<file path="src/rtl/flash_access_arbiter_pkg.sv">
// Shared types for the flash access arbiter: FSM states, owner encoding
// and the round-robin grant decision.
package flash_access_arbiter_pkg;

    typedef enum logic [1:0] {
        IDLE   = 2'd0,
        ACCESS = 2'd1,
        DONE   = 2'd2
    } state_t;

    typedef logic owner_t;

    localparam owner_t OWN_N = 1'b0;
    localparam owner_t OWN_H = 1'b1;

    // Single requester wins outright; on contention the one not served last wins.
    function automatic owner_t pick_owner(input logic n_req, input logic h_req,
                                          input owner_t last_owner);
        if (n_req && h_req) begin
            return (last_owner == OWN_N) ? OWN_H : OWN_N;
        end else if (h_req) begin
            return OWN_H;
        end
        return OWN_N;
    endfunction

endpackage

</file>
<file path="src/rtl/flash_access_arbiter_flex_counter.sv">
// Clearable up-counter with a period of rollover_val counts (0..rollover_val-1);
// rollover_flag is high while the count holds the last value of the period.
module flash_access_arbiter_flex_counter #(
    parameter int unsigned N_BITS = 4
) (
    input  logic              clk,
    input  logic              n_rst,
    input  logic              clear,
    input  logic              count_enable,
    input  logic [N_BITS-1:0] rollover_val,
    output logic [N_BITS-1:0] count_out,
    output logic              rollover_flag
);

    logic [N_BITS-1:0] count_next;
    logic [N_BITS-1:0] last_val;

    assign last_val = rollover_val - N_BITS'(1);

    // Next count: clear has priority over counting.
    always_comb begin
        count_next = count_out;
        if (clear) begin
            count_next = '0;
        end else if (count_enable) begin
            count_next = (count_out == last_val) ? '0 : count_out + N_BITS'(1);
        end
    end

    always_ff @(posedge clk or negedge n_rst) begin
        if (!n_rst) begin
            count_out     <= '0;
            rollover_flag <= 1'b0;
        end else begin
            count_out     <= count_next;
            rollover_flag <= (count_next == last_val);
        end
    end

endmodule

</file>
<file path="src/rtl/flash_access_arbiter.sv">
// Round-robin arbiter sharing the weight/bias flash port between the network
// sequencer (read-only) and the host loader (read/write), one access at a time.
module flash_access_arbiter
    import flash_access_arbiter_pkg::*;
#(
    parameter int unsigned ADDR_W        = 16,
    parameter int unsigned DATA_W        = 16,
    parameter int unsigned ACCESS_CYCLES = 11
) (
    input  logic              clk,
    input  logic              n_rst,
    input  logic              n_req,
    input  logic [ADDR_W-1:0] n_addr,
    output logic              n_done,
    input  logic              h_req,
    input  logic              h_we,
    input  logic [ADDR_W-1:0] h_addr,
    input  logic [DATA_W-1:0] h_wdata,
    output logic              h_done,
    output logic [DATA_W-1:0] rdata,
    output logic              busy,
    output logic              flash_en,
    output logic              flash_we,
    output logic [ADDR_W-1:0] flash_addr,
    output logic [DATA_W-1:0] flash_wdata,
    input  logic [DATA_W-1:0] flash_rdata
);

    localparam int unsigned CNT_W = $clog2(ACCESS_CYCLES + 1);

    state_t           state;
    state_t           state_next;
    owner_t           owner;
    owner_t           last_owner;
    owner_t           grant_owner_c;
    logic             grant_c;
    logic             grant_we_c;
    logic             last_cycle_c;
    logic             we_q;
    logic             rollover_flag;
    logic [CNT_W-1:0] cnt;

    flash_access_arbiter_flex_counter #(
        .N_BITS(CNT_W)
    ) u_access_cnt (
        .clk          (clk),
        .n_rst        (n_rst),
        .clear        (grant_c),
        .count_enable (state == ACCESS),
        .rollover_val (CNT_W'(ACCESS_CYCLES)),
        .count_out    (cnt),
        .rollover_flag(rollover_flag)
    );

    always_ff @(posedge clk or negedge n_rst) begin
        if (!n_rst) begin
            state <= IDLE;
        end else begin
            state <= state_next;
        end
    end

    // Next state and grant decision; arbitration only happens in IDLE.
    always_comb begin
        state_next    = state;
        grant_c       = 1'b0;
        grant_owner_c = OWN_N;
        grant_we_c    = 1'b0;
        unique case (state)
            IDLE: begin
                if (n_req || h_req) begin
                    grant_c       = 1'b1;
                    grant_owner_c = pick_owner(n_req, h_req, last_owner);
                    grant_we_c    = (grant_owner_c == OWN_H) && h_we;
                    state_next    = ACCESS;
                end
            end
            ACCESS: begin
                if (rollover_flag) begin
                    state_next = DONE;
                end
            end
            DONE: begin
                state_next = IDLE;
            end
            default: begin
                state_next = IDLE;
            end
        endcase
    end

    assign last_cycle_c = (state == ACCESS) && (cnt == CNT_W'(ACCESS_CYCLES - 1));

    // Latched access, read capture and registered outputs decoded from state_next.
    always_ff @(posedge clk or negedge n_rst) begin
        if (!n_rst) begin
            owner       <= OWN_N;
            last_owner  <= OWN_H;
            we_q        <= 1'b0;
            flash_addr  <= '0;
            flash_wdata <= '0;
            rdata       <= '0;
            flash_en    <= 1'b0;
            flash_we    <= 1'b0;
            busy        <= 1'b0;
            n_done      <= 1'b0;
            h_done      <= 1'b0;
        end else begin
            if (grant_c) begin
                owner       <= grant_owner_c;
                we_q        <= grant_we_c;
                flash_addr  <= (grant_owner_c == OWN_H) ? h_addr : n_addr;
                flash_wdata <= grant_we_c ? h_wdata : '0;
            end
            if (last_cycle_c) begin
                last_owner <= owner;
                if (!we_q) begin
                    rdata <= flash_rdata;
                end
            end
            flash_en <= (state_next == ACCESS);
            flash_we <= (state_next == ACCESS) && (grant_c ? grant_we_c : we_q);
            busy     <= (state_next != IDLE);
            n_done   <= (state_next == DONE) && (owner == OWN_N);
            h_done   <= (state_next == DONE) && (owner == OWN_H);
        end
    end

endmodule

</file>
<file path="config.mk">
export PLATFORM = sky130hd
export DESIGN_NAME = flash_access_arbiter
export DESIGN_NICKNAME = d
export VERILOG_FILES = /design/src/rtl/flash_access_arbiter_pkg.sv /design/src/rtl/flash_access_arbiter_flex_counter.sv /design/src/rtl/flash_access_arbiter.sv
export SDC_FILE = /design/constraint.sdc
export NUM_CORES = 1
export LEC_CHECK = 0
export CORE_MARGIN = 3
export CORE_UTILIZATION = 46
export CTS_CLUSTER_SIZE = 8
export DETAILED_ROUTE_END_ITERATION = 8
export PLACE_DENSITY = 0.87
export SYNTH_ARGS = -nofsm -noshare
export SYNTH_HDL_FRONTEND = slang
export SYNTH_HIERARCHICAL = 1
export SYNTH_SLANG_ARGS = --single-unit
</file>
<file path="constraint.sdc">
create_clock -name clk -period 5 [get_ports clk]
set_input_delay 1 -clock clk [delete_from_list [all_inputs] [get_ports clk]]
set_output_delay 1 -clock clk [all_outputs]
set_load 0.01 [all_outputs]
</file>
Yosys cells after proc, flatten, opt, wreduce, memory -nomap -nowiden
Index checks and enable logic that the tools add are counted.
{"block": "totals", "reg_bits": 63, "wordCells": 57, "inputBits": 69, "out_inout_bits": 53}
{"block": "classes", "bitwise_logic": 2, "n_eq_ne": 5, "reduce_logical": 10, "add_sub_neg": 1, "n_mux": 25}
{"op": "2-to-1 mux 16 bit", "count": 2}
{"op": "2-to-1 mux 1 bit", "count": 17}
{"op": "2-to-1 mux 4 bit", "count": 3}
{"op": "== test 4 bit (second input constant)", "count": 2}
{"op": "logical AND 1 bit", "count": 6}
{"op": "adder 4 x 1 -> 4 bit (second input constant)", "count": 1}
{"op": "== test 2 x 1 -> 1 bit (second input constant)", "count": 2}
{"op": "2-to-1 mux 2 bit", "count": 2}
{"op": "one-hot mux 2 bit (2 select lines)", "count": 1}
{"op": "== test 2 bit (second input constant)", "count": 1}
{"op": "zero test 2 bit", "count": 1}
{"op": "inverter 1 bit", "count": 2}
{"op": "AND reduction 2 bit", "count": 1}
{"op": "nonzero test 2 bit", "count": 1}
{"op": "logical OR 1 bit", "count": 1}

Logic depth before layout (Yosys ltp)
Gate-level depths: netlist of the first run.
{"block": "depth", "ltp_word": 12, "ltp_mapped": 9, "ltp_nobuf": 8}

By module
The synthesis of the first run kept the hierarchy.
{"mod": "flash_access_arbiter", "cells_each": 195, "seq_area_each_um2": 1452.6, "instances": 1, "area_each_um2": 2397.3}
{"mod": "flash_access_arbiter_flex_counter", "cells_each": 50, "seq_area_each_um2": 125.1, "instances": 1, "area_each_um2": 490.5}

Least setup slack after synthesis of the first run
OpenSTA, ideal clock, no wires.
{"block": "synth_path", "kind": "input-to-reg", "start": "input port h_req", "end": "register u_access_cnt.rollover_flag", "t_arrival_ps": 2503, "required_time_ps": 4904, "setup_time_ps": 96, "setup_slack_ps": 2401, "stages": 8, "path_buffers": 2, "path_cell_list": "buf_2 -> o21ai_1 -> clkbuf_1 -> inv_1 -> a21o_4 -> nor2_4 -> xnor2_1 -> nor4_2"}
{"block": "synth_via", "elab_chain_cells": 5}
{"item": "start, declared", "line": "flash_access_arbiter.sv:15", "text": "input logic h_req,"}
{"item": "logical OR 1 bit", "line": "flash_access_arbiter.sv:71", "text": "if (n_req || h_req) begin"}
{"item": "2-to-1 mux 1 bit", "line": "flash_access_arbiter.sv:71"}
{"item": "2-to-1 mux 1 bit", "line": "flash_access_arbiter.sv:69", "text": "unique case (state)"}
{"item": "via grant_c", "line": "flash_access_arbiter.sv:36", "text": "logic grant_c;"}
{"item": "2-to-1 mux 4 bit", "line": "flash_access_arbiter_flex_counter.sv:23", "text": "if (clear) begin"}
{"item": "via u_access_cnt.count_next[1]", "line": "flash_access_arbiter_flex_counter.sv:15", "text": "logic [N_BITS-1:0] count_next;"}
{"item": "== test 4 bit", "line": "flash_access_arbiter_flex_counter.sv:36", "text": "rollover_flag <= (count_next == last_val);"}
{"item": "end signal, assigned", "line": "flash_access_arbiter_flex_counter.sv:36"}
{"item": "end, declared", "line": "flash_access_arbiter_flex_counter.sv:12", "text": "output logic rollover_flag"}
The timed path passes the listed nets, and every way through them passes these cells.
A chain may end at the register's enable or synchronous reset.

Worst setup path after layout of the first run
{"block": "layout_path", "start": "input port h_req", "end": "register flash_addr[1]"}
{"block": "layout_via", "elab_chain_cells": 10, "word_cells_on_any_way": 15, "cone_classes": "mux: 13; reduce/logical: 2"}
{"item": "2-to-1 mux 1 bit / logical AND 1 bit (equally long branches)", "line": "flash_access_arbiter_pkg.sv:21, flash_access_arbiter_pkg.sv:19"}
{"item": "2-to-1 mux 1 bit", "line": "flash_access_arbiter_pkg.sv:19", "text": "if (n_req && h_req) begin"}
{"item": "2-to-1 mux 1 bit", "line": "flash_access_arbiter.sv:71"}
{"item": "2-to-1 mux 1 bit", "line": "flash_access_arbiter.sv:69"}
{"item": "2-to-1 mux 1 bit", "line": "flash_access_arbiter_pkg.sv:24", "text": "return OWN_N;"}
{"item": "2-to-1 mux 1 bit", "line": "flash_access_arbiter.sv:71"}
{"item": "2-to-1 mux 1 bit", "line": "flash_access_arbiter.sv:69"}
{"item": "2-to-1 mux 1 bit", "line": "flash_access_arbiter.sv:71"}
{"item": "2-to-1 mux 1 bit", "line": "flash_access_arbiter.sv:69"}
{"item": "2-to-1 mux 16 bit", "line": "flash_access_arbiter.sv:112", "text": "flash_addr <= (grant_owner_c == OWN_H) ? h_addr : n_addr;"}
{"item": "end signal, assigned", "line": "flash_access_arbiter.sv:112"}
{"item": "end, declared", "line": "flash_access_arbiter.sv:24", "text": "output logic [ADDR_W-1:0] flash_addr,"}
Parallel ways exist; a longest one is shown, timed or not. The select of a mux whose other input is x is not followed.

==> impl_metrics.ini, run 1 <==
[floorplanning]
die_y_um = 85.23
core_sq_mm = 0.005991
die_w_um = 85.23
rows = 28
initial_core_util = 0.4820
top_level_ports = 122
dieArea_sq_mm = 0.007264

[sta]
fmax_mhz = 331.8
rsz0062_at_grt = false
final.period_utilization = 0.6027
final-max-slew-violation-count = 0
final_hold_viol_count = 0
finalCriticalPeriod_ps = 3014
worst_clock_skew_ps = 11.23
tns_ps = 0
timing.hold.ws_ps = 486.4
setup_viol = 0
tightest_slew_ps = 1183
maxSlewHeadroom = 0.2087

[global_routing]
grt_use_total = 0.2127
grt_max_degree = 46
antenna_found_initial = 0
grt-ovfl-total = 0
grt_pass1_wl_mm = 12.07
grt_pass1_vias = 2402

[synthesis]
postSynth.asyncResetShare = 1.000
synth_area_sq_mm = 0.002888
synthCells = 245
synth_edf_count = 0
avgSynthCellArea_sq_um = 11.79
synth-seq-area-share = 0.5464
yosys_most_used_dff = dfrtp_1
ys_warn_count = 6
yosysUniqueCellTypes = 47
ys_seq_elements = 63

[critical_path]
crit_start = h_req
rrSetupSlack_ps = 2990
r2r-start = state[1]$_DFF_PN0_
crit_end = flash_addr[1]$_DFFE_PN0N_
crit_path_end_kind = register
cpPeakStageDelay_ps = 1070
cp_slowest_cell = nor2_1
reg2reg_to = u_access_cnt/rollover_flag$_DFF_PN0_
path_cells = clkdlybuf4s50_1 > nor2_1 > o21ai_0 > o311ai_0
crit_fanout = 20
crit_type = in -> reg
required_ps = 5200
crit_arrival_ps = 3210
reg2reg_depth = 7
start_kind = primary input

[worst_hold_path]
hold_path.class = reg -> reg

[clock_tree]
root_buffer = clkbuf_8
cts_tree = yes
clkLatencyLatePin_ps = 340
cts-buffers-inserted = 9
numClockSinks = 63
cts.path.max_buffers = 2
ctsHoldBuffers = 0
cts_resized = 0
cts_setup_buffers = 0
htree_levels = 3
clk_pin_slew_ps = 70

[placement]
hpwl_mm = 5.506
placed_cells = 436
portBuffers = 121
gp_congestion = 0.8266
placed_area_sq_mm = 0.004158

[finish]
final_common_cell = clkdlybuf4s50_1
fin_nets = 443
diodes = 0
final_area_sq_mm = 0.004339
drive_above_1_share = 0.1034
final_cell_count_no_fill = 452
layout_common_cells = clkdlybuf4s50_1, dfrtp_1, inv_1, nand4_1, o21ai_0
area_growth_pct = 50.26

[pwr]
ir_worst_vdd_mv = 0.2971
power_mw = 2.435
p_leak_nw = 1.928
p_per_area_mw_per_mm2 = 561.2

[routing]
drc = 0
drtIter0Drc = 166
drt_first_pass_iters = 4
wl_per_cell_um = 17.09
totalWireLength_mm = 7.726
viasPerCell = 5.493
vias = 2483
ant_nets = 0

[status]
status = completed

[run]
max-cap-violations = 0
==> stage by stage <==
step,setup slack (ps),util
2_1_floorplan,2401,-
3_3_place_gp,1850,0.6940
3_5_place_dp,1751,0.6940
4_1_cts,2055,0.7243
5_1_grt,1879,0.7243
6_report,1986,0.7243
==> where the power goes <==
part           switching, mW  internal (mW)
clock                  0.208          0.195
sequential             0.138          0.741
combinational          0.522          0.630
==> flip-flops by register name (all words and copies together), names as in the netlist, 2 cells and up <==
name and cells:
flash_addr 16, flash_wdata 16, rdata 16, u_access_cnt/count_out 4, state 2
==> layer usage <==
layer	wire length [um]	global-route usage	vias up
met5	0	0	-
met4	111	0.06475	0
met3	500	0.05534	11
met2	4019	0.3595	97
met1	3095	0.2681	1233
li1	-	-	1142
==> area by class of cell <==
cell class	instances	area, sq um
fill	410	1652
sequential	63	1578
timing repair buffer	123	1221
multi-input combinational	155	1190
clock buffer	10	137.6
tap	75	93.84
inverter	20	75.07
clock inverter	6	43.79
==> worst max-delay path: cells and delay by family <==
kind / cells / cell delay, ps
AO/OA/AOI/OAI: 2 / 370
buffers and inverters: 1 / 770
AND/OR/NAND/NOR: 1 / 1070
==> cell usage after synthesis (all sizes together), types with 3 or more instances <==
| cell type | number | share of area |
|---|---|---|
| a22o | 16 | 0.049 |
| xnor2 | 5 | 0.015 |
| nand2 | 3 | 0.0039 |
| nor2 | 8 | 0.018 |
| dfrtp | 62 | 0.54 |
| and4 | 3 | 0.010 |
| clkbuf | 8 | 0.010 |
| o22ai | 3 | 0.0065 |
| and3 | 4 | 0.0091 |
| o21ai | 20 | 0.035 |
| buf | 8 | 0.018 |
| mux2 | 17 | 0.066 |
| nand4 | 18 | 0.039 |
| nor3 | 4 | 0.011 |
| xor2 | 6 | 0.018 |
| o311ai | 16 | 0.049 |
| inv | 20 | 0.026 |
==> worst min path at each step <==
| stage | from | end | slack, ps | cells past startpoint |
|---|---|---|---|---|
| after floorplan | owner$_DFFE_PN0N_ | n_done$_DFF_PN0_ | 430 | 1 |
| after global placement | owner$_DFFE_PN0N_ | n_done$_DFF_PN0_ | 460 | 1 |
| after detailed placement | owner$_DFFE_PN0N_ | n_done$_DFF_PN0_ | 480 | 1 |
| after CTS | owner$_DFFE_PN0N_ | n_done$_DFF_PN0_ | 490 | 1 |
| after global routing | owner$_DFFE_PN0N_ | n_done$_DFF_PN0_ | 500 | 1 |
| final | owner$_DFFE_PN0N_ | n_done$_DFF_PN0_ | 490 | 1 |
==> cells by family (layout without fill, tap and decap cells) <==
| kind of cell | count (synthesis) | after routing | share of synthesized area |
|---|---|---|---|
| flip-flops | 63 | 63 | 0.5464 |
| other | 2 | 11 | 0.002601 |
| XOR/XNOR | 12 | 12 | 0.04116 |
| AND/OR/NAND/NOR | 51 | 51 | 0.1209 |
| buffers and inverters | 36 | 159 | 0.05459 |
| AO/OA/AOI/OAI | 61 | 61 | 0.1560 |
| multiplexers | 18 | 18 | 0.06976 |
| adder cells (fa/ha/maj) | 2 | 2 | 0.008664 |
Power figures use the tool's default switching activity.
==> run 2: changes to the inputs <==
--- a/config.mk
+++ b/config.mk
@@ -6,10 +6,10 @@
 export NUM_CORES = 1
 export LEC_CHECK = 0
 export CORE_MARGIN = 3
-export CORE_UTILIZATION = 46
+export CORE_UTILIZATION = 38
 export CTS_CLUSTER_SIZE = 8
 export DETAILED_ROUTE_END_ITERATION = 8
-export PLACE_DENSITY = 0.87
+export PLACE_DENSITY = 0.77
 export SYNTH_ARGS = -nofsm -noshare
 export SYNTH_HDL_FRONTEND = slang
 export SYNTH_HIERARCHICAL = 1
==> constraint.sdc (replaced) <==
create_clock -name clk -period 2.63 [get_ports clk]
set_input_delay 0.526 -clock clk [delete_from_list [all_inputs] [get_ports clk]]
set_output_delay 0.526 -clock clk [all_outputs]
set_load 0.01 [all_outputs]
==> run 2 against run 1 <==
Global-route usage shrank 3.1 points; utilization shrank 12 points; sequential share of layout area shrank 0.56 points; first-iteration DRC count shrank 31%; clock skew is essentially flat; die area grew 20%; wire length grew 0.18%; largest cell class unchanged.
==> impl_metrics.ini, run 2 (same netlist as run 1, synthesis figures left out) <==
[status]
status = completed

[sta]
maxSlewHeadroom = 0.5541
fmax_mhz = 512.1
setup_viol = 0
finalCriticalPeriod_ps = 1953
final-max-slew-violation-count = 0
final_hold_viol_count = 0
rsz0062_at_grt = false
tns_ps = 0
final.period_utilization = 0.7425
worst_clock_skew_ps = 11.33
tightest_slew_ps = 668.8

[routing]
ant_nets = 0
totalWireLength_mm = 7.740
vias = 2455
wl_per_cell_um = 16.09
drtIter0Drc = 114
viasPerCell = 5.104
drc = 0
drt_first_pass_iters = 4

[finish]
area_growth_pct = 52.60
reg.largest.list = flash_addr (16), flash_wdata (16), rdata (16)
fin_nets = 448
final_cell_count_no_fill = 481
fillers = 595
final_common_cell = clkdlybuf4s50_1
layout_common_cells = clkdlybuf4s50_1, dfrtp_1, inv_1, nand4_1, o21ai_0
drive_above_1_share = 0.1152
diodes = 0

[floorplanning]
rows = 31
dieArea_sq_mm = 0.008682
die_y_um = 93.18
initial_core_util = 0.3939
core_sq_mm = 0.007331
top_level_ports = 122
die_w_um = 93.18

[clock_tree]
numClockSinks = 63
cts_setup_buffers = 0
cts.path.max_buffers = 2
ctsHoldBuffers = 0
cts-buffers-inserted = 9
htree_levels = 3
clk_pin_slew_ps = 80
root_buffer = clkbuf_8
cts_tree = yes
clkLatencyLatePin_ps = 340
cts_resized = 0

[placement]
hpwl_mm = 5.838
portBuffers = 121
placed_cells = 465
gp_congestion = 0.7965

[pwr]
ir_worst_vdd_mv = 0.4429
p_leak_nw = 1.952
p_per_area_mw_per_mm2 = 1049

[worst_hold_path]
hold_path.class = in -> async

[global_routing]
grt_pass1_vias = 2547
grt_pass1_wl_mm = 12.48
antenna_found_initial = 0
grt-ovfl-total = 0
grt_max_degree = 35
grt_use_total = 0.1813

[critical_path]
crit_type = reg -> reg
start_kind = register
cpPeakStageDelay_ps = 420
cp_slowest_cell = dfrtp_1
path_cells = nand2b_1 > inv_1 > and4_4 > a21o_4 > nor2_4 > xnor2_1 > nor4_2
required_ps = 2870
path_delay_family = simple AND/OR/NAND/NOR gates
crit_arrival_ps = 2190
crit_path_end_kind = register
path_buf_inv = 1
crit_fanout = 9

[run]
max-cap-violations = 0
run 2: cell count changes in the layout (fill, tap and decap cells not counted):
cell / change
clkinv_4: -1
inv_6: +1
buf_4: +5
run 2: per-layer routing:
metal  global-route usage  routed length (um)
met1               0.2343                3312
met2               0.3059                3915
met3              0.04505                 429
met4              0.04518                  82
met5                    0                   0
run 2: report_power, final:
part	total, mW	internal, mW	switching [mW]
clock	0.755	0.372	0.384
sequential	1.68	1.41	0.273
combinational	2.18	1.20	0.980
run 2: final timing paths:
kind	from	slack, ps	end	depth (start not counted)
worst max-delay path	state[1]$_DFF_PN0_	680	u_access_cnt/rollover_flag$_DFF_PN0_	7
worst min-delay path	n_rst	170	rdata[7]$_DFFE_PN0P_	1
worst max register to register	state[1]$_DFF_PN0_	680	u_access_cnt/rollover_flag$_DFF_PN0_	7
worst min register to register	rdata[13]$_DFFE_PN0P_	490	rdata[13]$_DFFE_PN0P_	1
max in group asynchronous	n_rst	1730	last_owner$_DFFE_PN1P_	2
min in group clk	rdata[13]$_DFFE_PN0P_	490	rdata[13]$_DFFE_PN0P_	1
run 2: area by class of cell:
class	instances	area, sq um	area share
timing repair buffer	128	1259	0.2856
multi-input combinational	155	1190	0.2700
clock inverter	6	43.79	0.009938
tap	99	123.9	0.02811
inverter	20	75.07	0.01704
clock buffer	10	137.6	0.03123
sequential	63	1578	0.3580
run 2: through the flow:
stage | hold slack (ps) | area (sq um) | setup WS, ps | power (mW) | utilization
after floorplan | 230.4 | 2922 | 504.9 | 2.786 | -
after global placement | 467.6 | 4225 | 440.8 | 3.811 | 0.5764
after detailed placement | 478.2 | 4225 | 417.4 | 3.904 | 0.5764
after CTS | 177.5 | 4407 | 672.3 | 4.673 | 0.6011
after global routing | 201.5 | 4407 | 532.4 | 4.915 | 0.6011
final | 172.9 | 4407 | 677.3 | 4.622 | 0.6011
==> run 3: changes to the inputs <==
--- a/config.mk
+++ b/config.mk
@@ -6,10 +6,10 @@
 export NUM_CORES = 1
 export LEC_CHECK = 0
 export CORE_MARGIN = 3
-export CORE_UTILIZATION = 38
+export CORE_UTILIZATION = 43
 export CTS_CLUSTER_SIZE = 8
 export DETAILED_ROUTE_END_ITERATION = 8
-export PLACE_DENSITY = 0.77
+export PLACE_DENSITY = 0.82
 export SYNTH_ARGS = -nofsm -noshare
 export SYNTH_HDL_FRONTEND = slang
 export SYNTH_HIERARCHICAL = 1
==> constraint.sdc (replaced) <==
create_clock -name clk -period 1.8 [get_ports clk]
set_input_delay 0.36 -clock clk [delete_from_list [all_inputs] [get_ports clk]]
set_output_delay 0.36 -clock clk [all_outputs]
set_load 0.01 [all_outputs]
==> run 3 against run 2 <==
Clock skew is 3.2 ps higher; sequential power up 45%; combinational power is 55% higher; first-iteration DRC count up 36%; count of clock-buffer cells in the layout rose by 2; register-to-register slack worse by 570 ps; setup slack got worse by 570 ps; largest cell class unchanged; largest power group unchanged.
==> impl_metrics.ini, run 3 (same netlist as run 1, synthesis figures left out) <==
[clock_tree]
numClockSinks = 63
cts_resized = 0
clk_pin_slew_ps = 70
cts.path.max_buffers = 2
root_buffer = clkbuf_8
cts-buffers-inserted = 9
clkLatencyLatePin_ps = 340
cts_tree = yes
htree_levels = 3

[routing]
vias = 2498
wl_per_cell_um = 16.50
drtIter0Drc = 155
drc = 0
ant_nets = 0
totalWireLength_mm = 7.772
viasPerCell = 5.304
drt_first_pass_iters = 5

[finish]
fin_nets = 461
diodes = 0
drive_above_1_share = 0.1371
final_common_cell = clkdlybuf4s50_1
reg.largest.list = flash_addr (16), flash_wdata (16), rdata (16)
layout_common_cells = clkdlybuf4s50_1, dfrtp_1, inv_1, nand4_1, o21ai_0
area_growth_pct = 57.41
fillers = 446

[global_routing]
grt_max_degree = 61
antenna_found_initial = 0
grt-ovfl-total = 0
grt_pass1_wl_mm = 12.01
grt_pass1_vias = 2436
grt_use_total = 0.2041

[placement]
gp_congestion = 0.8446
hpwl_mm = 5.661
pre_cts_ws_ps = -60.91
portBuffers = 121

[critical_path]
crit_type = reg -> reg
crit_fanout = 6
start_kind = register
crit_arrival_ps = 1930
required_ps = 2040
crit_path_end_kind = register

[sta]
worst_clock_skew_ps = 14.56
final-max-slew-violation-count = 0
fin_ws_ps = 109.4
fmax_mhz = 591.5
setup_viol = 0
finalCriticalPeriod_ps = 1691
rsz0062_at_grt = false
tns_ps = 0
final_hold_viol_count = 0
final.period_utilization = 0.9392

[floorplanning]
core_sq_mm = 0.006422
die_w_um = 87.95
dieArea_sq_mm = 0.007735
rows = 29
die_y_um = 87.95
top_level_ports = 122
initial_core_util = 0.4496

[pwr]
ir_worst_vdd_mv = 0.8318
p_per_area_mw_per_mm2 = 1551
p_leak_nw = 2.036

[status]
status = completed

[run]
max-cap-violations = 0

[worst_hold_path]
hold_path.class = in -> async
-- run 3: cell types whose count changed in the layout (fill, tap and decap cells not counted), sizes merged --
cell,change
buf,+12
clkinv,-2
bufinv,+1
clkbuf,+2
dlygate4sd3,+1
inv,-2
-- run 3: layout make-up --
cell class,instances,area (sq um),area share
flip-flops and latches,63,1578,0.3471
repair buffers,141,1409,0.3099
clock inverters,3,42.54,0.009359
clock buffers,12,155.1,0.03413
multi-input cells,155,1190,0.2618
inverters,20,75.07,0.01652
well taps,77,96.34,0.02119
-- run 3: layer usage --
layer	vias to the layer above	track usage	share of wire
met5	-	0	0
met4	0	0.07671	0.021
met3	16	0.06773	0.057
met2	87	0.3329	0.52
met1	1212	0.2523	0.40
li1	1183	-	-
-- run 3: path summary, 6_finish.rpt --
kind,cells after the start,start,endpoint,slack (ps)
max,7,state[1]$_DFF_PN0_,u_access_cnt/rollover_flag$_DFF_PN0_,110
min,2,n_rst,rdata[14]$_DFFE_PN0P_,360
max reg2reg,7,state[1]$_DFF_PN0_,u_access_cnt/rollover_flag$_DFF_PN0_,110
min reg2reg,1,rdata[14]$_DFFE_PN0P_,rdata[14]$_DFFE_PN0P_,480
max in group asynchronous,3,n_rst,last_owner$_DFFE_PN1P_,870
min in group clk,1,rdata[14]$_DFFE_PN0P_,rdata[14]$_DFFE_PN0P_,480
-- run 3: metrics by stage --
step,cell area (sq um),cells,util,power (mW),hold WS [ps]
4_1_cts,4546,471,0.7078,7.108,335.5
3_3_place_gp,4338,455,0.6754,5.730,177.9
6_report,4546,471,0.7078,7.048,359.9
5_1_grt,4546,471,0.7078,7.475,337.4
3_5_place_dp,4338,455,0.6754,5.829,182.6
2_1_floorplan,2927,254,-,4.078,64.41
-- run 3: what timing repair did --
action                    in CTS  in global routing
hold endpoints to repair       3                  0
hold buffers                   1                  0
buffers inserted               0                  0
-- run 3: worst max-delay path: stages, from the launching register on --
cell,delay [ps]
dfrtp_1,420
nand2b_1,180
inv_1,160
and4_4,260
a21o_4,150
nor2_4,40
xnor2_1,130
nor4_2,230
-- run 3: report_power, final --
group | internal (mW) | switching, mW | total (mW) | leakage (nW)
sequential | 2.06 | 0.372 | 2.43 | 0.810
clock | 0.706 | 0.536 | 1.24 | 0.0985
combinational | 1.90 | 1.47 | 3.37 | 1.13
